### src/rtl/mstage_skid_bus_pkg.sv
// Shared definitions for the X->M pipeline register: build switch, reset PC,
// payload field widths, skid buffer state encodings and the packed X/M beat.
// Exports: CONFIG_MSTAGE_BUF, RST_PC_DEF, field widths, skid_state_e, xm_pay_t, helpers.
package mstage_skid_bus_pkg;

  // 1 = registered skid stage between X and M, 0 = plain wires
  localparam bit          CONFIG_MSTAGE_BUF = 1'b1;
  localparam logic [31:0] RST_PC_DEF        = 32'h8000_0000;

  localparam int XLEN     = 32;
  localparam int MASK_W   = 8;
  localparam int MRTYPE_W = 3;
  localparam int RDSRC_W  = 3;
  localparam int REG_W    = 5;

  typedef enum logic [1:0] {
    SKID_EMPTY = 2'd0,
    SKID_ONE   = 2'd1,
    SKID_FULL  = 2'd2
  } skid_state_e;

  // One X->M beat: ALU result, store data, PC, CSR value and mem/wb controls
  typedef struct packed {
    logic [XLEN-1:0]     alures;
    logic [XLEN-1:0]     src2;
    logic [XLEN-1:0]     pc;
    logic [XLEN-1:0]     csr;
    logic                mvalid;
    logic                mwen;
    logic [MASK_W-1:0]   mwmask;
    logic [MRTYPE_W-1:0] mrtype;
    logic [RDSRC_W-1:0]  rdregsrc;
    logic [REG_W-1:0]    rd;
  } xm_pay_t;

  localparam int PAY_W = $bits(xm_pay_t);

  // Value the M-side register takes in reset: everything zero except the PC
  function automatic xm_pay_t rst_payload(input logic [XLEN-1:0] pc);
    xm_pay_t p;
    p    = '0;
    p.pc = pc;
    return p;
  endfunction

  // Bits that must drop on a flush so a killed load/store cannot reach the LSU
  function automatic xm_pay_t flush_clr_mask();
    xm_pay_t p;
    p        = '0;
    p.mvalid = 1'b1;
    p.mwen   = 1'b1;
    return p;
  endfunction

endpackage

### src/rtl/mstage_skid_bus_if.sv
// Valid/ready beat bundle carrying one packed X->M payload per transfer.
// master: drives valid and dat, samples ready. slave: drives ready.
// Used on both the X-facing (slave) and M-facing (master) sides of the stage.
interface mstage_skid_bus_if;
  import mstage_skid_bus_pkg::*;

  logic    valid;
  logic    ready;
  xm_pay_t dat;

  modport master (
    output valid,
    output dat,
    input  ready
  );

  modport slave (
    input  valid,
    input  dat,
    output ready
  );

endinterface

### src/rtl/mstage_skid_bus_skid.sv
// Generic W-bit two-entry skid buffer: main reg drives the output, skid reg
// absorbs one extra beat so o_s_ready comes straight from a flop.
// Ports: i_clk/i_rst (sync, active-low), i_flush, s-side valid/ready/dat,
// m-side valid/ready/dat. Latency 1 cycle, 1 beat/cycle sustained.
module mstage_skid_bus_skid
  import mstage_skid_bus_pkg::*;
#(
  parameter int           W         = 8,
  parameter logic [W-1:0] RST_VAL   = '0,
  // bits of the main register forced low when a flush kills the contents
  parameter logic [W-1:0] FLUSH_CLR = '0
) (
  input  logic         i_clk,
  input  logic         i_rst,
  input  logic         i_flush,
  input  logic         i_s_valid,
  output logic         o_s_ready,
  input  logic [W-1:0] i_s_dat,
  output logic         o_m_valid,
  input  logic         i_m_ready,
  output logic [W-1:0] o_m_dat
);

  skid_state_e  r_state;
  skid_state_e  w_nxt;
  logic [W-1:0] r_main;
  logic [W-1:0] r_skid;
  logic         r_s_ready;
  logic         r_m_valid;

  logic w_s_fire;
  logic w_m_fire;
  logic w_ld_main;
  logic w_main_from_skid;
  logic w_ld_skid;

  assign w_s_fire = i_s_valid & r_s_ready;
  assign w_m_fire = r_m_valid & i_m_ready;

  always_comb begin
    w_nxt            = r_state;
    w_ld_main        = 1'b0;
    w_main_from_skid = 1'b0;
    w_ld_skid        = 1'b0;
    case (r_state)
      SKID_EMPTY: begin
        if (w_s_fire) begin
          w_nxt     = SKID_ONE;
          w_ld_main = 1'b1;
        end
      end
      SKID_ONE: begin
        if (w_s_fire && !w_m_fire) begin
          w_nxt     = SKID_FULL;
          w_ld_skid = 1'b1;
        end else if (!w_s_fire && w_m_fire) begin
          w_nxt = SKID_EMPTY;
        end else if (w_s_fire && w_m_fire) begin
          // head leaves while a new beat arrives: refill main directly
          w_ld_main = 1'b1;
        end
      end
      SKID_FULL: begin
        if (w_m_fire) begin
          w_nxt            = SKID_ONE;
          w_ld_main        = 1'b1;
          w_main_from_skid = 1'b1;
        end
      end
      default: w_nxt = SKID_EMPTY;
    endcase
    // flush wins over any transfer in the same cycle; offered beat is dropped
    if (i_flush) begin
      w_nxt            = SKID_EMPTY;
      w_ld_main        = 1'b0;
      w_main_from_skid = 1'b0;
      w_ld_skid        = 1'b0;
    end
  end

  always_ff @(posedge i_clk) begin
    if (!i_rst) begin
      r_state <= SKID_EMPTY;
    end else begin
      r_state <= w_nxt;
    end
  end

  // Handshake flops are loaded from the next-state decode so they always equal
  // (state!=FULL)/(state!=EMPTY); ready is additionally held low while in reset.
  always_ff @(posedge i_clk) begin
    if (!i_rst) begin
      r_s_ready <= 1'b0;
      r_m_valid <= 1'b0;
    end else begin
      r_s_ready <= (w_nxt != SKID_FULL);
      r_m_valid <= (w_nxt != SKID_EMPTY);
    end
  end

  always_ff @(posedge i_clk) begin
    if (!i_rst) begin
      r_main <= RST_VAL;
      r_skid <= '0;
    end else begin
      if (i_flush) begin
        r_main <= r_main & ~FLUSH_CLR;
      end else if (w_ld_main) begin
        r_main <= w_main_from_skid ? r_skid : i_s_dat;
      end
      if (w_ld_skid) begin
        r_skid <= i_s_dat;
      end
    end
  end

  assign o_s_ready = r_s_ready;
  assign o_m_valid = r_m_valid;
  assign o_m_dat   = r_main;

endmodule

### src/rtl/mstage_skid_bus.sv
// X->M pipeline register: receives the X-stage beat bundle and presents it to
// the LSU/M stage through a 2-entry skid buffer (s_ready purely registered).
// Ports: i_clk, i_rst (sync active-low), i_flush, x_if (slave, from X),
// m_if (master, to M). BYPASS=1 turns the stage into wires and ignores flush.
module mstage_skid_bus
  import mstage_skid_bus_pkg::*;
#(
  parameter logic [31:0] RST_PC = RST_PC_DEF,
  parameter bit          BYPASS = !CONFIG_MSTAGE_BUF
) (
  input  logic              i_clk,
  input  logic              i_rst,
  input  logic              i_flush,
  mstage_skid_bus_if.slave  x_if,
  mstage_skid_bus_if.master m_if
);

  localparam logic [PAY_W-1:0] L_RST_VAL   = rst_payload(RST_PC);
  localparam logic [PAY_W-1:0] L_FLUSH_CLR = flush_clr_mask();

  generate
    if (BYPASS) begin : g_bypass
      // upstream owns kill in this configuration, so flush has no effect here
      assign x_if.ready = m_if.ready;
      assign m_if.valid = x_if.valid;
      assign m_if.dat   = x_if.dat;
    end else begin : g_buf
      logic [PAY_W-1:0] w_s_dat;
      logic [PAY_W-1:0] w_m_dat;
      logic             w_s_ready;
      logic             w_m_valid;

      assign w_s_dat = x_if.dat;

      mstage_skid_bus_skid #(
        .W         (PAY_W),
        .RST_VAL   (L_RST_VAL),
        .FLUSH_CLR (L_FLUSH_CLR)
      ) u_skid (
        .i_clk     (i_clk),
        .i_rst     (i_rst),
        .i_flush   (i_flush),
        .i_s_valid (x_if.valid),
        .o_s_ready (w_s_ready),
        .i_s_dat   (w_s_dat),
        .o_m_valid (w_m_valid),
        .i_m_ready (m_if.ready),
        .o_m_dat   (w_m_dat)
      );

      assign x_if.ready = w_s_ready;
      assign m_if.valid = w_m_valid;
      assign m_if.dat   = w_m_dat;
    end
  endgenerate

endmodule

### src/flat_wrapper.sv
// flat-port wrapper written by rule: the top's interface ports become plain ports
module mstage_skid_bus_flat import mstage_skid_bus_pkg::*;
#(
  parameter logic [31:0] RST_PC = RST_PC_DEF,
  parameter bit          BYPASS = !CONFIG_MSTAGE_BUF
)
  (i_clk, i_rst, i_flush, x_if_valid, x_if_dat, x_if_ready, m_if_valid, m_if_dat, m_if_ready);
  mstage_skid_bus_if x_if_i ();
  mstage_skid_bus_if m_if_i ();
  input  logic i_clk;
  input  logic i_rst;
  input  logic i_flush;
  input wire logic [$bits(x_if_i.valid)-1:0] x_if_valid;
  input wire logic [$bits(x_if_i.dat)-1:0] x_if_dat;
  output wire logic [$bits(x_if_i.ready)-1:0] x_if_ready;
  output wire logic [$bits(m_if_i.valid)-1:0] m_if_valid;
  output wire logic [$bits(m_if_i.dat)-1:0] m_if_dat;
  input wire logic [$bits(m_if_i.ready)-1:0] m_if_ready;
  assign x_if_i.valid = x_if_valid;
  assign x_if_i.dat = x_if_dat;
  assign x_if_ready = x_if_i.ready;
  assign m_if_valid = m_if_i.valid;
  assign m_if_dat = m_if_i.dat;
  assign m_if_i.ready = m_if_ready;
  mstage_skid_bus #(.RST_PC(RST_PC), .BYPASS(BYPASS)) u_core (.i_clk(i_clk), .i_rst(i_rst), .i_flush(i_flush), .x_if(x_if_i), .m_if(m_if_i));
endmodule
### config.mk
export PLATFORM = sky130hd
export DESIGN_NAME = mstage_skid_bus_flat
export DESIGN_NICKNAME = d
export VERILOG_FILES = /design/src/rtl/mstage_skid_bus_pkg.sv /design/src/rtl/mstage_skid_bus_if.sv /design/src/rtl/mstage_skid_bus_skid.sv /design/src/rtl/mstage_skid_bus.sv /design/src/flat_wrapper.sv
export SDC_FILE = /design/constraint.sdc
export NUM_CORES = 1
export LEC_CHECK = 0
export CORE_UTILIZATION = 38
export DETAILED_ROUTE_END_ITERATION = 12
export HOLD_SLACK_MARGIN = 0.15
export PLACE_DENSITY = 0.64
export REMOVE_ABC_BUFFERS = 1
export SLEW_MARGIN = 5
export SYNTH_ARGS = -nofsm -noshare
export SYNTH_HDL_FRONTEND = slang
export SYNTH_SLANG_ARGS = --single-unit
### constraint.sdc
create_clock -name i_clk -period 1.9 [get_ports i_clk]
set_input_delay 0.19 -clock i_clk [delete_from_list [all_inputs] [get_ports i_clk]]
set_output_delay 0.19 -clock i_clk [all_outputs]
set_load 0.02 [all_outputs]
==> flow_summary.ini, run 1 <==
[outcome]
status = finished, final reports clean

[timing]
grt_setup_unrepaired = false
worst_pin_slew_ns = 0.3914
hold_slack_ns = 0.2614
max_freq_mhz = 563.6
finClkSkew_ns = 0.01243
max_slew_margin = 0.7391
finalHoldViolations = 0
fin_crit_ns = 1.774
period_share = 0.9338
drv_slew = 0
timing.final.setup_violations = 0

[floorplanning]
num_io_pins = 305
die_w_um = 178.9
die_h_um = 178.9
initial_core_util = 0.3879
rows = 64
die-area_um2 = 32010
core_area_um2 = 30670

[place]
place_area_um2 = 15770
io_buffers = 304
place_inst = 2128
hpwlAfterDp_um = 22100
gp_routability_congestion = 0.8024

[setup_path]
start_kind = register
path_delay_family = compound AO/OA/AOI/OAI gates
cp_num_cells = 6
worst_ep_required_time_ns = 2.28
crit_path_top_delay_cell = dfxtp_1
cp.arrival_ns = 2.16
cp.buffers_inverters = 2
critPathKind = register to register
r2r_slack_ns = 0.13
crit_chain = nand4b_1 > buf_4 > a211o_4 > buf_12 > nand2_1 > a21boi_0
end_kind = register
cp_max_fo = 70
r2r_cells = 6
slowest_delay_ns = 0.41

[yosys]
synthTopCellsByArea = dfxtp_1 51%, nand2_1 19%, a31oi_1 7.8%
ys_seq_elements = 302
netlist_area_um2 = 11900
synth_area_leader_cell = dfxtp_1
synth-warning-count = 0
ys_seq_area_frac = 0.5083
avgSynthCellArea_um2 = 7.941
synth_top_area_share = 0.5083
synth_cell_types = 28
postSynthCellCount = 1498

[drt]
antenna_left = 0
routed_wl_um = 33690
dr.pass1.iters = 5
avgRoutedWirePerCell_um = 15.38
vias = 11190
drt-initial-drc-count = 724
viasPerCell = 5.111
drc_errors = 0

[cts]
insertion_delay_ns = 0.51
path_clk_slew_ns = 0.06
cts_buffer_depth = 3
cts_tree = done
cts-root-buf = clkbuf_16
cts.sinks = 302
htree_levels = 2
cts_made_buffers = 34

[finish]
fillers = 2804
drive_gt1_frac = 0.06745
finalInstanceArea_um2 = 16940
final_cell_mix = 597 x nand2_1, 302 x clkdlybuf4s50_1, 302 x dfxtp_1
stdcell_count = 2190
register_area_um2 = 6046
multi_input_area_um2 = 5231
final_common_cell = nand2_1
area_growth_pct = 42.37
finalNetCount = 1926
antenna_cells = 0

[pwr]
pwr-share-clk = 0.447
power_density_nw_per_um2 = 868.9
leakage_uw = 0.006153
p_sw_uw = 3343
p_sw_frac = 0.2272
total_power_uw = 14710
comb_power_share = 0.102
seq_power_share = 0.451
irDropWorstVdd_uv = 553.0
internal_power_uw = 11370

[worst_hold_path]
hold_depth = 3
hold_class = input port to register

[grt]
grt_usage = 0.2067
gr-total-overflow = 0
grt_max_degree = 84
grt-busiest-layer = met2
grt_pass1_vias = 10430
met1_usage = 0.2796
antenna_found_initial = 1
grt_pass1_wl_um = 53650
grtUsageMet2 = 0.3287
use_met3 = 0.04813

[job]
maxCapViolations = 0
==> metrics by stage <==
stage,setup slack (ns),utilization,setup TNS (ns)
6_report,0.1258,0.5522,0
5_1_grt,0.001442,0.5522,0
4_1_cts,0.1047,0.5514,0
3_5_place_dp,-0.2089,0.5142,-31.81
3_3_place_gp,-0.1611,0.5142,-19.81
2_1_floorplan,-3.934,-,-1088.73
==> synthesized netlist by cell type <==
| cell | n |
|---|---|
| a31oi_1 | 148 |
| nor2_2 | 1 |
| a22o_1 | 1 |
| buf_6 | 9 |
| o21a_1 | 1 |
| buf_1 | 1 |
| nand2_1 | 597 |
| o21ai_0 | 113 |
| nand4b_1 | 2 |
| clkbuf_1 | 63 |
| a211oi_2 | 1 |
| and2_1 | 2 |
| a21boi_1 | 108 |
| a211o_1 | 1 |
| nor2b_1 | 1 |
| buf_2 | 57 |
| o32ai_4 | 1 |
| or2_1 | 1 |
| xor2_1 | 1 |
| nand2b_1 | 1 |
| a21oi_1 | 1 |
| a41oi_1 | 1 |
| buf_4 | 2 |
| nor3b_1 | 2 |
| a21boi_0 | 42 |
| o21ai_1 | 37 |
| or2_2 | 1 |
| dfxtp_1 | 302 |
==> power by group through the flow <==
| stage | registers, uW | logic (uW) | clock network [uW] |
|---|---|---|---|
| CTS | 6630 | 1510 | 6740 |
| floorplan | 6950 | 353 | 0 |
| finish | 6630 | 1500 | 6580 |
| global placement | 6770 | 1490 | 0 |
| global route | 6650 | 1620 | 6990 |
| detailed placement | 6770 | 1500 | 0 |
==> area by class of cell <==
cell class / count / share of cell area
Multi-Input combinational cell: 1064 / 0.3089
Timing Repair Buffer: 370 / 0.2379
Clock buffer: 55 / 0.06457
Tap cell: 396 / 0.02926
Sequential cell: 302 / 0.3570
Clock inverter: 3 / 0.002364
==> cell families (layout without fill, tap and decap cells) <==
group / after synthesis / after routing / share of synthesized area
compound gates: 455 / 455 / 0.2422
xor+xnor: 1 / 1 / 0.0007364
buf+inv: 132 / 428 / 0.05396
flops: 302 / 302 / 0.5083
simple gates: 608 / 608 / 0.1948
==> path summary, 6_finish.rpt <==
path                                endpoint                             from
min          u_core.g_buf.u_skid.r_skid[121]                    x_if_dat[121]
min reg2reg  u_core.g_buf.u_skid.r_skid[135]  u_core.g_buf.u_skid.r_skid[135]
max reg2reg  u_core.g_buf.u_skid.r_skid[148]    u_core.g_buf.u_skid.o_s_ready
max          u_core.g_buf.u_skid.r_skid[148]    u_core.g_buf.u_skid.o_s_ready
==> metal layers <==
metal,wire length (um),part of all wire,vias up
li1,-,-,5589
met1,15460,0.46,5231
met2,15110,0.45,326
met3,2508,0.074,47
met4,613,0.018,0
met5,0,0,-
==> tightest hold or removal path, cell delays in order <==
cell             delay [ns]
clkdlybuf4s50_1        0.41
nand2_1                0.06
a21boi_1               0.05
==> timing repair <==
action / CTS / global route
setup buffers: 0 / 3
resized for setup: 1 / 0
setup endpoints to repair: 1 / 14
cloned: 0 / 0
pin swaps: 0 / 2
hold buffers: 1 / 0
endpoints found under the hold margin: 47 / 0
==> flip-flops by register name (all words and copies together) (netlist names) <==
name and cells:
u_core.g_buf.u_skid.o_m_dat 149, u_core.g_buf.u_skid.r_skid 149, u_core.g_buf.u_skid.r_state 2, u_core.g_buf.u_skid.o_m_valid 1
u_core.g_buf.u_skid.o_s_ready 1
No activity file was read; power rests on OpenSTA's default activity.
==> run 2: changes to the inputs <==
Settings changed: RECOVER_POWER from default to 50.
==> results of run 2 <==
No change in the layout: final DEF, timing and power equal those of run 1.
